File: src/rtl/sync2_tgen.sv
// Toggle-handshake request source: one req becomes one tgl inversion, held busy until the 2-flop-synced ack toggle matches.
// Latency: tgl inverts on the req edge; busy falls two edges after a1 first samples the ack edge.
// Backpressure: a req while busy is queued in pend (SYNC2_TGEN_QUEUE_EN) or dropped with a drop pulse.
module sync2_tgen #(
    parameter int PEND_W = 4
) (
    input  logic              c,
    input  logic              rst_n,
    input  logic              req,
    input  logic              ack_tgl,
    output logic              tgl,
    output logic              busy,
    output logic              drop,
    output logic [PEND_W-1:0] pend
);

    typedef enum logic {
        S_IDLE = 1'b0,
        S_WAIT = 1'b1
    } state_t;

    state_t state;
    logic   a1;
    logic   a2;

`ifdef SYNC2_TGEN_QUEUE_EN
    localparam logic [PEND_W-1:0] PEND_MAX = '1;
`endif

    always_ff @(posedge c or negedge rst_n) begin
        if (!rst_n) begin
            a1    <= 1'b0;
            a2    <= 1'b0;
            tgl   <= 1'b0;
            busy  <= 1'b0;
            drop  <= 1'b0;
            pend  <= '0;
            state <= S_IDLE;
        end else begin
            a1   <= ack_tgl;
            a2   <= a1;
            drop <= 1'b0;
            case (state)
                S_IDLE: begin
                    // A fresh req rides on this issue and stands in for the queued one it would otherwise consume.
                    if (req || (pend != '0)) begin
                        tgl   <= ~tgl;
                        busy  <= 1'b1;
                        state <= S_WAIT;
                        if (!req) begin
                            pend <= pend - 1'b1;
                        end
                    end
                end
                S_WAIT: begin
                    if (a2 == tgl) begin
                        busy  <= 1'b0;
                        state <= S_IDLE;
                    end
                    // The completion edge still counts as WAIT, so a req here is queued or dropped.
                    if (req) begin
`ifdef SYNC2_TGEN_QUEUE_EN
                        if (pend == PEND_MAX) begin
                            drop <= 1'b1;
                        end else begin
                            pend <= pend + 1'b1;
                        end
`else
                        drop <= 1'b1;
`endif
                    end
                end
                default: begin
                    state <= S_IDLE;
                end
            endcase
        end
    end

endmodule

File: config.mk
export PLATFORM = sky130hd
export DESIGN_NAME = sync2_tgen
export DESIGN_NICKNAME = d
export VERILOG_FILES = /design/src/rtl/sync2_tgen.sv
export SDC_FILE = /design/constraint.sdc
export NUM_CORES = 1
export LEC_CHECK = 0
export ABC_AREA = 1
export CORE_AREA = 2 2 39 41
export DETAILED_ROUTE_END_ITERATION = 10
export DIE_AREA = 0 0 41 43
export PLACE_DENSITY = 0.73
export RECOVER_POWER = 50
export SYNTH_ARGS = -nofsm -noshare
export SYNTH_HDL_FRONTEND = slang
export SYNTH_SLANG_ARGS = --single-unit
File: constraint.sdc
create_clock -name c -period 1.17 [get_ports c]
set_clock_uncertainty 0.15 [all_clocks]
set_input_delay 0.234 -clock c [delete_from_list [all_inputs] [get_ports c]]
set_output_delay 0.234 -clock c [all_outputs]
set_load 0.1 [all_outputs]
=== Word-level counts from Yosys, hierarchy flattened ===
Index checks and enable logic that the tools add are counted.

* Memory bits (writable): 0
* Flip-flop bits (word level): 10
* Memory bits (read-only): 0
* Bits in latches: 0
* Memories kept: 0
* Word-level logic and storage cells: 27

* Divide/modulo/power cells: 0
* Reduce and logical (&&, ||, !) cells: 5
* Bitwise logic cells: 3
* Add/subtract/negate cells: 1
* Shifts and indexed selects: 0
* Multiply operators: 0
* Order comparisons: 0
* Mux-type cells: 8
* Equality and inequality tests: 3

{| class="wikitable"
|+ Operators with widths
! cell !! number
|-
| 2-to-1 mux 1 bit || 6
|-
| case mux 1 bit (2 select lines) || 2
|-
| AND reduction 2 bit || 2
|-
| nonzero test 4 bit || 1
|-
| subtractor 4 x 1 -> 4 bit (second input constant) || 1
|-
| NOT 1 bit || 3
|-
| AND reduction 3 bit || 1
|-
| != test 2 x 1 -> 1 bit (second input constant) || 1
|-
| != test 2 bit (second input constant) || 1
|-
| equality test 1 bit || 1
|-
| logical OR 1 bit || 1
|}

=== Logic depth before layout (Yosys ltp) ===
Gate-level depths: netlist (run 1).

* Depth after elaboration: 4
* Mapped depth: 8
* Gate-level depth less buffers: 8

=== Least setup slack after synthesis (run 1) ===
Ideal clock, no wire load.

* Path kind: register -> register
* Start: register pend[0]
* End: register pend[2]
* Stages on the path, launching flop included: 9
* Required time: 0.900 ns
* Arrival: 1.741 ns
* Slack: -0.842 ns
* Cells stage by stage: dfrtp_1 inv_1 ha_1 inv_1 nor2_2 nand2_2 nand2_2 nand2_1 nand2_1

* Word-level cells in the longest chain between the ends: 3
* Elaborated cells on any way between the ends: 4
* Those cells by class: add/sub: 1; reduce/logical: 3

{| class="wikitable"
|+ RTL lines
! item !! RTL line !! RTL
|-
| start, declared || 14 || <nowiki>output logic [PEND_W-1:0] pend</nowiki>
|-
| start signal, assigned || 51 || <nowiki>pend <= pend - 1'b1;</nowiki>
|-
| parallel branches: the longest is 3 deep, another holds subtractor 4 x 1 -> 4 bit || - ||
|}

Parallel ways; which one is timed is not known.
A chain may end at the register's enable or synchronous reset.

=== Final worst setup path (run 1) ===
* Start: register pend[1]
* End: output port pend[1]

No word-level cell between the ends.

==> metrics list, run 1 <==
- Of the cells placed in the final design, the portion with a size suffix greater than 1 is 53.16%.
* Cell type group with the largest total delay on the critical path: flip-flops
- Worst setup timing slack at the placement stage: -0.2977 ns
* Slowest cell on the critical path: sky130_fd_sc_hd__dfrtp_4
* Vias in the first global route: 378
- Req. time, crit path: 0.79 ns
- Setup repair after global routing missed its margin: yes
* Net count after synthesis: 60
* Seq cells post-synth: 10
- Leading post-synthesis cells by cell area: sky130_fd_sc_hd__dfrtp_1 53%, sky130_fd_sc_hd__nand2_1 17%, sky130_fd_sc_hd__inv_1 5.5%
- Count of warnings emitted by yosys: 0
* Mean post-synth cell area: 8.782 um^2
- Critical path class: reg -> out
- Transition time at the pin with the least slew margin: 0.5264 ns
- Clock latency on the worst-skew pair, taken at its later pin, is 0.27 ns.
* Most used flip-flop cell after synthesis: sky130_fd_sc_hd__dfrtp_1
- Antenna diode count: 0
- CTS placed an instance of sky130_fd_sc_hd__clkbuf_4 at the clock tree root.
- Clock-pin slew was measured on the worst setup and hold paths at 0.08 ns.
* HPWL after DPL: 686.5 um
- Entering global routing, the biggest net connects 11 pins.
- For this run, the total global-route usage over all layers was measured as 14.42%.
- Headroom to the max-slew limit came out at 64.90%.
- Across the whole layout, storage elements account for 264.0 um^2.
- Via total after detailed routing: 411
- Detailed-route wire length: 980 um
- Together, buffers and inverters on the worst path number 2.
- First-pass GRT wire length: 1642 um
- Cells after synthesis: 54
* CP peak stage delay: 0.50 ns
- Max-cap violations: 0
* Nets: 86
* Count of hold-fix buffers inserted at cts: 0
* Endpoint type of the worst setup path: output pin
- Area share of the leading cell type in the synthesized netlist: 52.77%
* Initial Util: 34.27%
- Area grow syn2layout: 82.59%
* Quantity of I/O buffers inserted on ports: 10
- Path class of the lowest-slack min-delay path: reg -> reg
- Category of the worst setup path launch point: flop
- Count of final max-slew check failures: 0
- Initial antenna violation count: 0
- TritonCTS created 3 clock buffers.
* Outcome: finished with violations
- In the post-synthesis netlist, the cell with the most instances is sky130_fd_sc_hd__nand2_1.
- At the worst endpoint, the arrival time is 1.06 ns.
- Largest fanout on the critical path: 2
* Cell accounting for the most synthesized area: sky130_fd_sc_hd__dfrtp_1
- Across all setup checks in the final design, the least slack found is -0.2774 ns.
- First-pass iteration count of the detailed router: 4
- Core ar.: 1384 um^2
* Site row count: 14
- In this run, distinct cell masters in the synthesized netlist total 15.
- Highest Clock Rate: 690.9 MHz
- Number of enable-type register cells in the synthesized netlist: 0
* Count of nets left with antenna violations after detail routing: 0
- Maximum count of clock buffers along a single path: 2
* Count of routing violations after the opening detailed-route iteration: 2
* Most instantiated cells after synthesis: 21 x sky130_fd_sc_hd__nand2_1, 10 x sky130_fd_sc_hd__dfrtp_1, 7 x sky130_fd_sc_hd__inv_1
* Final worst path period need: 1.447 ns
* Final clock period utilization by the worst path: 123.7%
- Series of cell instances along the critical path: buf_6 > buf_12
* CTS tree: built
- Count of filler cells inserted in the layout: 117
- Share of flip-flops with an asynchronous set or reset: 100.0%
- In this run the vertical extent of the chip is 43 um.
- Vias per inst: 4.326
- Residual DRC: 0
- Summing the sequential cell areas from Yosys gives 52.77% of the chip area.
* Die Span X: 41 um
- After detailed routing, the average wire length per cell comes to 10.32 um.
- Setup violations remaining at the end of the flow were counted as 14.
* Fin. Hold Viols: 0
- The tree built by TritonCTS fans out to 10 sinks.
* Placer congestion estimate: 0.7579
* Footprint of the multi-input gates: 241.5 um^2
* Remaining global-route overflow: 0
- H-tree levels: 1
- Failing checks: negative setup slack
* Ports: 11
- In this run the cell area of the synthesized design comes to 474.2 um^2.
- Die area: 1763 um^2
## through the flow
step	cells	setup TNS (ns)	instance area [um^2]	util (%)	hold WS, ns
global route	95	-2.743	865.8	62.57	0.2331
detailed placement	86	-1.954	745.7	53.89	0.1881
floorplan	54	-2.156	510.5	-	-0.2116
CTS	94	-2.181	839.6	60.67	0.08489
finish	95	-2.016	865.8	62.57	0.2019
global placement	86	-1.747	745.7	53.89	0.1840
## cells in the final DEF, fill, tap and decap left out, types with 2 or more instances in the layout
master / count
sky130_fd_sc_hd__buf_12: 8
sky130_fd_sc_hd__buf_4: 7
sky130_fd_sc_hd__buf_6: 2
sky130_fd_sc_hd__clkbuf_4: 3
sky130_fd_sc_hd__clkdlybuf4s50_1: 2
sky130_fd_sc_hd__dfrtp_1: 3
sky130_fd_sc_hd__dfrtp_2: 5
sky130_fd_sc_hd__dfrtp_4: 2
sky130_fd_sc_hd__ha_4: 2
sky130_fd_sc_hd__inv_1: 4
sky130_fd_sc_hd__inv_2: 2
sky130_fd_sc_hd__inv_4: 2
sky130_fd_sc_hd__nand2_1: 21
sky130_fd_sc_hd__nand2_4: 2
sky130_fd_sc_hd__nor2_4: 3
## area by class of cell
class,instances,share of cell area (%)
Timing Repair Buffer,21,31.07
Sequential cell,10,30.49
Multi-Input combinational cell,36,27.89
Clock buffer,4,4.191
Inverter,8,4.046
Tap cell,16,2.312
## cell families after synthesis
family	count (synthesis)	share of synthesized area, %
simple gates	30	29.02
flops	10	52.77
buf+inv	8	6.333
compound gates	2	2.902
xor+xnor	2	3.695
fa+ha+maj	2	5.276
## worst paths after layout
path                       startpoint      end  slack, ns  cells past startpoint
hold / removal                     a1       a2       0.20                      0
min in group asynchronous       rst_n    state       0.29                      2
setup / recovery              pend[1]  pend[1]      -0.28                      2
max in group asynchronous       rst_n  pend[0]       0.18                      2
setup reg to reg              pend[1]  pend[3]      -0.18                      8
hold reg to reg                    a1       a2       0.20                      0
## sequential cells by signal, summed over array words and instances, names as in the netlist
signal,cells
a1,1
drop,1
pend,4
busy,1
tgl,1
state,1
a2,1
## metal layers
metal / global-route usage (%) / wire length (um) / up-vias
met1: 19.00 / 434 / 190
met5: 0 / 0 / -
met2: 19.06 / 500 / 8
met3: 6.283 / 45 / 0
li1: - / - / 213
met4: 8.000 / 0 / 0
## timing repair
| action | CTS | global route |
|---|---|---|
| pin swaps | 6 | 2 |
| endpoints found under the setup margin | 14 | 14 |
| buffers inserted | 4 | 1 |
| resized for setup | 4 | 4 |
Power of run 1 is not shown: default switching activity piles up to over one toggle a cycle in this logic, so the estimate is an artifact.
==> inputs of run 2 (changes only) <==
==> constraint.sdc (replaced) <==
create_clock -name c -period 1.17 [get_ports c]
set_clock_uncertainty 0.15 [all_clocks]
set_input_delay 0.2925 -clock c [delete_from_list [all_inputs] [get_ports c]]
set_output_delay 0.2925 -clock c [all_outputs]
set_load 0.1 [all_outputs]
==> metrics list, run 2 (synthesis gave the netlist of run 1 again) <==
* Largest fanout on the critical path: 2 (unchanged)
* Die area: 1763 um^2 (unchanged)
- The startpoint identified for the worst hold timing path is a1.
- Placer congestion estimate: 0.8122 (+7.2%)
* Setup ws final: -0.3127 ns (-0.03525 ns)
* Data arrival time of the critical path: 1.04 ns (-0.02 ns)
* Worst setup timing slack at the placement stage: -0.3591 ns (-0.06139 ns)
- Path class of the lowest-slack min-delay path: reg -> reg
* Endpoint type of the worst setup path: output pin
* First-pass GRT wire length: 1718 um (+4.6%)
- The count of vias placed by the detailed router was 429 (+4.4%).
* Series of cell instances along the critical path: buf_6 > buf_12
- Post-route setup TNS: -3.070 ns (-1.054 ns)
- Layout Cells excl Fill: 95 (unchanged)
- CTS placed an instance of sky130_fd_sc_hd__clkbuf_4 at the clock tree root.
* Highest Clock Rate: 674.5 MHz (-2.4%)
* Final worst path period need: 1.483 ns (+0.03525 ns)
- The post-cts hold buffer count came to 0 (unchanged).
- Setup repair after global routing could not meet its margin everywhere.
- The clock-pin slew of the registers on the worst-case setup and hold paths came to 0.08 ns (about the same).
* HPWL after DPL: 756.1 um (+10%)
- The I/O pin total was 11 (unchanged).
- Fin. Hold Viols: 0 (unchanged)
- The number of design rule violations left after detail routing is 0 (unchanged).
* Clock buffer count from CTS: 3 (unchanged)
* Failing checks: negative setup slack
- Average wire per standard cell: 10.99 um (+6.5%)
* Remaining global-route overflow: 0 (unchanged)
- The overall die height was 43 um (unchanged).
* Clock net sink count: 10 (unchanged)
- Initial antenna violation count: 0 (unchanged)
* Count of routing violations after the opening detailed-route iteration: 3 (+1)
- Category of the worst setup path launch point: flop
- The number of global-route vias before repair came to 441 (+17%).
- By startpoint and endpoint, the worst setup path is classified as reg -> out.
- Endpoint of the worst register-to-register path: pend[1]
- The largest net degree at the start of global routing came to 11 (unchanged).
* Max-cap violations: 0 (unchanged)
- pend holds more flip-flops than any other register.
- Number of flip-flops in the largest register: 4 (unchanged)
* Maximum count of clock buffers along a single path: 2 (unchanged)
* Count of final max-slew check failures: 0 (unchanged)
- H-tree levels: 1 (unchanged)
- The initial core utilization was 34.27% (unchanged).
* Number of placed instances with taps included: 86 (unchanged)
- Sum of buffers and inverters on the critical path: 2 (unchanged)
* Nets: 86 (unchanged)
* Req. time, crit path: 0.73 ns (-0.06 ns)
- The residual antenna-violating net count after detailed routing was 0 (unchanged).
* Hold path endpoint: a2
- The placeable core region is 1384 um^2 (unchanged).
- Clk Latency, worst-skew pair: 0.26 ns (about the same)
* GRT Total Usage: 14.20% (-0.22 points)
* CP peak stage delay: 0.49 ns (about the same)
* Launch point of the worst reg-to-reg path: pend[1]
- The transition time of the tightest slew-check pin is 0.5479 ns (+0.02142 ns).
- Cell type group with the largest total delay on the critical path: flip-flops
* Die Span X: 41 um (unchanged)
- Count of final setup violators: 14 (unchanged)
* Fraction of final layout cells sized beyond drive strength 1: 55.70% (+2.5 points)
- Outcome: finished with violations
- The number of detailed-route iterations in the first pass was 4 (unchanged).
- Detailed-route wire length: 1044 um (+6.5%)
- The number of placement rows was 14 (unchanged).
- Cell depth of the worst flop-to-flop path: 9 (+1)
- The number of port buffers is 10 (unchanged).
- Most frequent cells in the layout: 17 x sky130_fd_sc_hd__nand2_1, 7 x sky130_fd_sc_hd__buf_12, 7 x sky130_fd_sc_hd__buf_4
- Worst-case register-to-register setup slack: -0.28 ns (-0.10 ns)
* Antenna diode count: 0 (unchanged)
- The library cell used most frequently in the layout, excluding fill and tap cells, is sky130_fd_sc_hd__nand2_1.
* CTS tree: built
* Final clock period utilization by the worst path: 126.7% (+3.0 points)
- Vias per inst: 4.516 (+4.4%)
- The worst slack on hold paths came to 0.2064 ns (+0.004538 ns).
* Slowest cell on the critical path: sky130_fd_sc_hd__dfrtp_4
* Number of instances on the worst hold path: 0 (unchanged)
- The area growth from synthesis to layout is 77.04%.
- The worst relative slew slack was 63.48% (-1.4 points).
## run 2: per-layer routing
metal / global-route usage (%) / up-vias / part of all wire (%)
li1: - / 210 / -
met1: 16.28 / 211 / 42
met2: 23.75 / 8 / 54
met3: 4.188 / 0 / 3.8
met4: 4.667 / 0 / 0
met5: 0 / - / 0
## run 2: final cells by class
type,instances,area [um^2]
well taps,16,20.02
clock buffers,4,26.28
inverters,8,35.03
multi-input cells,36,234.0
flip-flops and latches,10,264.0
fillers,115,544.3
repair buffers,21,260.3
## run 2: worst max path at each step
stage | start | endpoint | cells past startpoint
after global routing | pend[1] | pend[1] | 9
final | pend[1] | pend[1] | 2
after CTS | pend[0] | pend[0] | 2
after global placement | req | pend[0] | 6
after floorplan | pend[0] | pend[2] | 8
after detailed placement | req | pend[1] | 6
## run 2: stage by stage
step                cell area [um^2]  utilization (%)
CTS                            825.8            59.67
global route                   839.6            60.67
detailed placement             745.7            53.89
finish                         839.6            60.67
global placement               745.7            53.89
floorplan                      510.5                -
## run 2: repair_timing
item / CTS / global route
pin swaps: 8 / 0
setup buffers: 4 / 1
setup endpoints to repair: 14 / 14
resized for setup: 7 / 3
Power of run 2 is left out for the same reason.
